File: src/rtl/hazard_pkg.sv
`default_nettype none
// ============================================================================
// Module   : hazard_pkg
// Purpose  : Shared types and helpers for the pipeline hazard controller.
//            Defines the operand-forward select encoding, the per-stage
//            destination tag record and the tag-match helper.
// Revision : 1.0 - initial release
// ============================================================================
package hazard_pkg;

  typedef enum logic [1:0] {
    FWD_GPR = 2'b00,
    FWD_MEM = 2'b01,
    FWD_EX  = 2'b10
  } fwd_sel_t;

  typedef struct packed {
    logic       valid;
    logic       wr_en;
    logic [4:0] wr_reg;
    logic       is_load;
  } stage_tag_t;

  localparam logic [4:0] REG_ZERO = 5'd0;

  // An empty pipeline slot: nothing valid, nothing written.
  localparam stage_tag_t TAG_INVALID = '0;

  // A stage produces register r only if it really writes a GPR and r is not
  // the hardwired zero register.
  function automatic logic tag_match(input stage_tag_t t, input logic [4:0] r);
    return t.valid && t.wr_en && (t.wr_reg == r) && (r != REG_ZERO);
  endfunction

endpackage
`default_nettype wire

File: src/rtl/fwd_select.sv
`default_nettype none
// ============================================================================
// Module   : fwd_select
// Purpose  : Per-operand forward select and load-use detection.
// Ports    : i_src      - decode source register
//            i_uses     - decode instruction actually reads i_src
//            i_ex_tag   - destination tag of the execute stage
//            i_mem_tag  - destination tag of the memory stage
//            o_fwd_sel  - operand mux select (EX > MEM > GPR)
//            o_load_match - operand depends on a load still in flight
// Revision : 1.0 - initial release
// ============================================================================
module fwd_select
  import hazard_pkg::*;
(
  input  logic [4:0] i_src,
  input  logic       i_uses,
  input  stage_tag_t i_ex_tag,
  input  stage_tag_t i_mem_tag,
  output fwd_sel_t   o_fwd_sel,
  output logic       o_load_match
);

  logic w_ex_hit;
  logic w_mem_hit;

  assign w_ex_hit     = i_uses && tag_match(i_ex_tag, i_src);
  assign w_mem_hit    = i_uses && tag_match(i_mem_tag, i_src);
  assign o_load_match = (w_ex_hit && i_ex_tag.is_load) ||
                        (w_mem_hit && i_mem_tag.is_load);

  // A load result is not yet available on either bypass path; the operand
  // will be stalled anyway, so the select is pinned to GPR for determinism.
  always_comb begin
    o_fwd_sel = FWD_GPR;
    if (o_load_match) begin
      o_fwd_sel = FWD_GPR;
    end else if (w_ex_hit) begin
      o_fwd_sel = FWD_EX;
    end else if (w_mem_hit) begin
      o_fwd_sel = FWD_MEM;
    end
  end

endmodule
`default_nettype wire

File: src/rtl/hazard_controller.sv
`default_nettype none
// ============================================================================
// Module   : hazard_controller
// Purpose  : Hazard / forwarding controller for the 5-stage core. Shadows the
//            destination tags of the execute and memory stages and derives
//            operand forward selects, stall/bubble/freeze controls and a
//            saturating hazard-stall counter.
// Ports    : clk, reset        - core clock, synchronous active-high reset
//            dec_*, rs, rt     - decoded instruction info from the decoder
//            mem_busy          - data memory not ready (freezes pipeline)
//            forward_a/_b      - decode operand selects (10 EX, 01 MEM, 00 GPR)
//            stall_fetch/_decode, bubble_execute, freeze - pipeline controls
//            stall_cycles      - load-use stall cycles since reset
// Revision : 1.0 - initial release
// ============================================================================
module hazard_controller
  import hazard_pkg::*;
#(
  parameter int CNT_W = 16
) (
  input  logic             clk,
  input  logic             reset,
  input  logic             dec_valid,
  input  logic [4:0]       rs,
  input  logic [4:0]       rt,
  input  logic             dec_uses_rs,
  input  logic             dec_uses_rt,
  input  logic             dec_wr_en,
  input  logic [4:0]       dec_wr_reg,
  input  logic             dec_is_load,
  input  logic             mem_busy,
  output logic [1:0]       forward_a,
  output logic [1:0]       forward_b,
  output logic             stall_fetch,
  output logic             stall_decode,
  output logic             bubble_execute,
  output logic             freeze,
  output logic [CNT_W-1:0] stall_cycles
);

  localparam logic [CNT_W-1:0] C_CNT_MAX = {CNT_W{1'b1}};

  stage_tag_t       r_ex_tag;
  stage_tag_t       r_mem_tag;
  logic [CNT_W-1:0] r_stall_cycles;

  fwd_sel_t   w_fwd_a;
  fwd_sel_t   w_fwd_b;
  logic       w_load_a;
  logic       w_load_b;
  logic       w_load_hazard;
  stage_tag_t w_dec_tag;

  fwd_select u_fwd_a (
    .i_src        (rs),
    .i_uses       (dec_uses_rs),
    .i_ex_tag     (r_ex_tag),
    .i_mem_tag    (r_mem_tag),
    .o_fwd_sel    (w_fwd_a),
    .o_load_match (w_load_a)
  );

  fwd_select u_fwd_b (
    .i_src        (rt),
    .i_uses       (dec_uses_rt),
    .i_ex_tag     (r_ex_tag),
    .i_mem_tag    (r_mem_tag),
    .o_fwd_sel    (w_fwd_b),
    .o_load_match (w_load_b)
  );

  assign w_load_hazard = dec_valid && (w_load_a || w_load_b);

  always_comb begin
    w_dec_tag         = TAG_INVALID;
    w_dec_tag.valid   = 1'b1;
    w_dec_tag.wr_en   = dec_wr_en;
    w_dec_tag.wr_reg  = dec_wr_reg;
    w_dec_tag.is_load = dec_is_load;
  end

  // A frozen pipeline holds everything, including the counter; the hazard
  // is simply re-evaluated once mem_busy drops.
  always_ff @(posedge clk) begin
    if (reset) begin
      r_ex_tag       <= TAG_INVALID;
      r_mem_tag      <= TAG_INVALID;
      r_stall_cycles <= '0;
    end else if (!mem_busy) begin
      r_mem_tag <= r_ex_tag;
      if (w_load_hazard || !dec_valid) begin
        r_ex_tag <= TAG_INVALID;
      end else begin
        r_ex_tag <= w_dec_tag;
      end
      if (w_load_hazard && (r_stall_cycles != C_CNT_MAX)) begin
        r_stall_cycles <= r_stall_cycles + 1'b1;
      end
    end
  end

  assign forward_a      = w_fwd_a;
  assign forward_b      = w_fwd_b;
  assign stall_fetch    = w_load_hazard | mem_busy;
  assign stall_decode   = w_load_hazard | mem_busy;
  assign freeze         = mem_busy;
  assign bubble_execute = w_load_hazard & ~mem_busy;
  assign stall_cycles   = r_stall_cycles;

endmodule
`default_nettype wire

File: config.mk
export PLATFORM = sky130hd
export DESIGN_NAME = hazard_controller
export DESIGN_NICKNAME = d
export VERILOG_FILES = /design/src/rtl/hazard_pkg.sv /design/src/rtl/fwd_select.sv /design/src/rtl/hazard_controller.sv
export SDC_FILE = /design/constraint.sdc
export NUM_CORES = 1
export LEC_CHECK = 0
export CORE_MARGIN = 1.5
export CORE_UTILIZATION = 40
export CTS_CLUSTER_SIZE = 25
export DETAILED_ROUTE_END_ITERATION = 7
export PLACE_DENSITY_LB_ADDON = 0.15
export SYNTH_ARGS = -nofsm -noshare
export SYNTH_HDL_FRONTEND = slang
export SYNTH_HIERARCHICAL = 1
export SYNTH_SLANG_ARGS = --single-unit
export TNS_END_PERCENT = 20
File: constraint.sdc
create_clock -name clk -period 5.4 [get_ports clk]
set_input_delay 1.35 -clock clk [delete_from_list [all_inputs] [get_ports clk]]
set_output_delay 1.35 -clock clk [all_outputs]
set_load 0.02 [all_outputs]
==> results.py <==
metrics = {
    "placement": {
        "numPortBuffers": 46,
        "dpl_cell_area_mm2": 0.00232,
        "dp.cells": 301,
        "dp_hpwl_um": 3170,
        "dp_slack_ps": 163,
        "routabilityCongestion": 0.819,
    },
    "clock_tree": {
        "numCtsBuffers": 5,
        "insertion_delay_ps": 280,
        "cts_tree": "built",
        "cts_sinks": 32,
        "cts.root.buffer_cell": "clkbuf_8",
        "cts.htree.levels": 2,
        "cts_hold_buf": 0,
        "cts_setup_buffers": 0,
        "ctsLongestPathBuffers": 2,
        "ctsResizeCount": 0,
        "clk_pin_slew_ps": 60,
    },
    "run": {
        "max_cap_viol_count": 0,
    },
    "synth": {
        "syn_area_per_cell_um2": 8.66,
        "ys.flop_type": "dfxtp_1",
        "synth-seq-cells": 32,
        "syn_area_mm2": 0.00182,
        "ys_seq_area_share_pct": 35.2,
        "syn_inst": 210,
        "yosys_warnings": 6,
        "synth-edff-count": 0,
        "yosysUniqueCellTypes": 39,
        "yosysMostFrequentCell": "dfxtp_1",
        "synth_area_leader_cell": "dfxtp_1",
        "synthTopCellsByArea": "dfxtp_1 (35%), xnor2_1 (8.7%), nor2_1 (5.6%)",
        "synth_top_cell_area_share_pct": 35.2,
        "synth.net_count": 234,
        "async_flop_share_pct": 0,
        "ys_top_cells_by_count": "dfxtp_1 (32), nor2_1 (27), xnor2_1 (18)",
    },
    "setup_path": {
        "path_buf_inv": 2,
        "path_max_fanout": 4,
        "cp_cell_sequence": "clkdlybuf4s50_1 -> or4_4 -> o21ai_2 -> nor3_2 -> a21o_1 -> or2_2 -> a21o_1 -> clkdlybuf4s50_1",
        "critical_path_depth": 8,
        "cp_slowest_cell": "or4_4",
        "max_stage_delay_ps": 570,
        "reg2reg_depth": 8,
        "crit_family": "buffers and inverters",
        "worstSetupStartpointType": "input port",
        "crit_path_end_kind": "output pin",
        "required_ps": 4050,
        "path_class": "in2out",
        "critPathArrivalTime_ps": 3890,
        "ff2ff_setup_slack_ps": 2560,
    },
    "grt": {
        "grt_overflow": 0,
        "gr-usage-all-layers_pct": 18.8,
        "grt_max_degree": 38,
        "grt_pass1_wl_um": 7400,
        "grt_pass1_vias": 1596,
        "grt_antenna_before_repair": 0,
    },
    "pwr": {
        "vdd_ir_drop_max_mv": 0.129,
        "power_mw": 0.500,
        "power_leakage_nw": 0.814,
        "powerDensity_mw_per_mm2": 207,
    },
    "finish": {
        "drive_gt1_share_pct": 11.3,
        "diodes": 0,
        "finalNonFillerCells": 308,
        "multi_input_area_mm2": 0.00111,
        "final_area_mm2": 0.00241,
        "final_util_pct": 55.4,
        "fill_cells": 385,
        "final_nets": 280,
        "areaGrowthSynthToFinish_pct": 32.7,
        "seq_area_um2": 641,
    },
    "timing": {
        "slew_viol_final": 0,
        "setup_violations": 0,
        "min_period_over_period_pct": 97.1,
        "relSlewSlack_pct": 59.4,
        "fmax_ghz": 0.191,
        "holdWs_ps": 499,
        "post-route-min-period_ps": 5240,
        "finalSetupTns_ps": 0,
        "fin_skew_ps": 6.15,
        "rsz0062_at_grt": "no",
        "setup_slack_ps": 158,
        "finalHoldViolCount": 0,
        "worst_pin_slew_ps": 606,
    },
    "worst_hold_path": {
        "hold_depth": 2,
        "hp-class": "reg2reg",
    },
    "floorplanning": {
        "chipHeight_um": 70.4,
        "io_pins": 47,
        "dieArea_mm2": 0.00496,
        "initial_utilization_pct": 41.8,
        "fp.coreArea_mm2": 0.00435,
        "die_x_um": 70.4,
        "num_rows": 24,
    },
    "routing": {
        "wire_per_inst_um": 14.6,
        "drtIter0Drc": 62,
        "first_pass_iters": 4,
        "drc": 0,
        "antenna_left": 0,
        "wl_um": 4500,
        "vias_per_cell": 5.52,
        "vias": 1699,
    },
    "outcome": {
        "outcome": "completed",
    },
}
==> tightest hold or removal path: stages, from the launching register on <==
cell and delay [ps]:
dfxtp_1 330, o31ai_1 70, a21oi_1 60
==> worst paths after layout <==
check	from	end
worst max-delay path	rt[2]	stall_decode
worst min-delay path	stall_cycles[5]	stall_cycles[5]
worst max register to register	r_mem_tag[4]	stall_cycles[9]
worst min register to register	stall_cycles[5]	stall_cycles[5]
==> flip-flops by register name, summed over array words and instances, names as in the netlist <==
signal / flops
r_mem_tag: 8
r_ex_tag: 8
stall_cycles: 16
==> cells in the final DEF, fill, tap and decap left out, types with 6 or more instances in the layout <==
master | Yosys | final
mux2i_1 | 8 | 8
dfxtp_1 | 32 | 32
xnor2_1 | 18 | 18
nor3_1 | 6 | 6
nor4_1 | 7 | 7
a22oi_1 | 7 | 7
nand2_1 | 7 | 7
clkbuf_8 | 0 | 7
clkdlybuf4s50_1 | 0 | 46
nor2_1 | 27 | 27
nand3_1 | 10 | 10
nand4_1 | 10 | 10
a21oi_1 | 12 | 12
or4_1 | 6 | 6
==> power breakdown <==
| group | internal [mW] | leakage, nW | switching (mW) | total, mW |
|---|---|---|---|---|
| clock network | 0.113 | 0.0503 | 0.0856 | 0.199 |
| registers | 0.240 | 0.259 | 0.00467 | 0.244 |
| logic | 0.0309 | 0.504 | 0.0259 | 0.0568 |
| total | 0.384 | 0.814 | 0.116 | 0.500 |
==> area by class of cell <==
cell class | instances | area share (%)
clock buffers | 7 | 3.99
inverters | 2 | 0.311
multi-input cells | 165 | 46.1
flip-flops and latches | 32 | 26.6
well taps | 52 | 2.70
repair buffers | 50 | 20.3
==> cell families after synthesis <==
| group | after synthesis | share of synthesized area, % |
|---|---|---|
| compound gates | 35 | 12.5 |
| xor+xnor | 20 | 9.64 |
| fa+ha+maj | 1 | 0.688 |
| buf+inv | 13 | 3.58 |
| flops | 32 | 35.2 |
| mux | 13 | 7.50 |
| simple gates | 96 | 30.8 |
==> routing by layer <==
metal | track usage (%) | part of all wire (%) | vias to the layer above
met2 | 30.0 | 46 | 42
met3 | 6.35 | 5.4 | 5
met1 | 23.5 | 47 | 787
met5 | 0 | 0 | -
li1 | - | - | 865
met4 | 6.62 | 1.1 | 0
No activity file was read; power rests on OpenSTA's default activity.
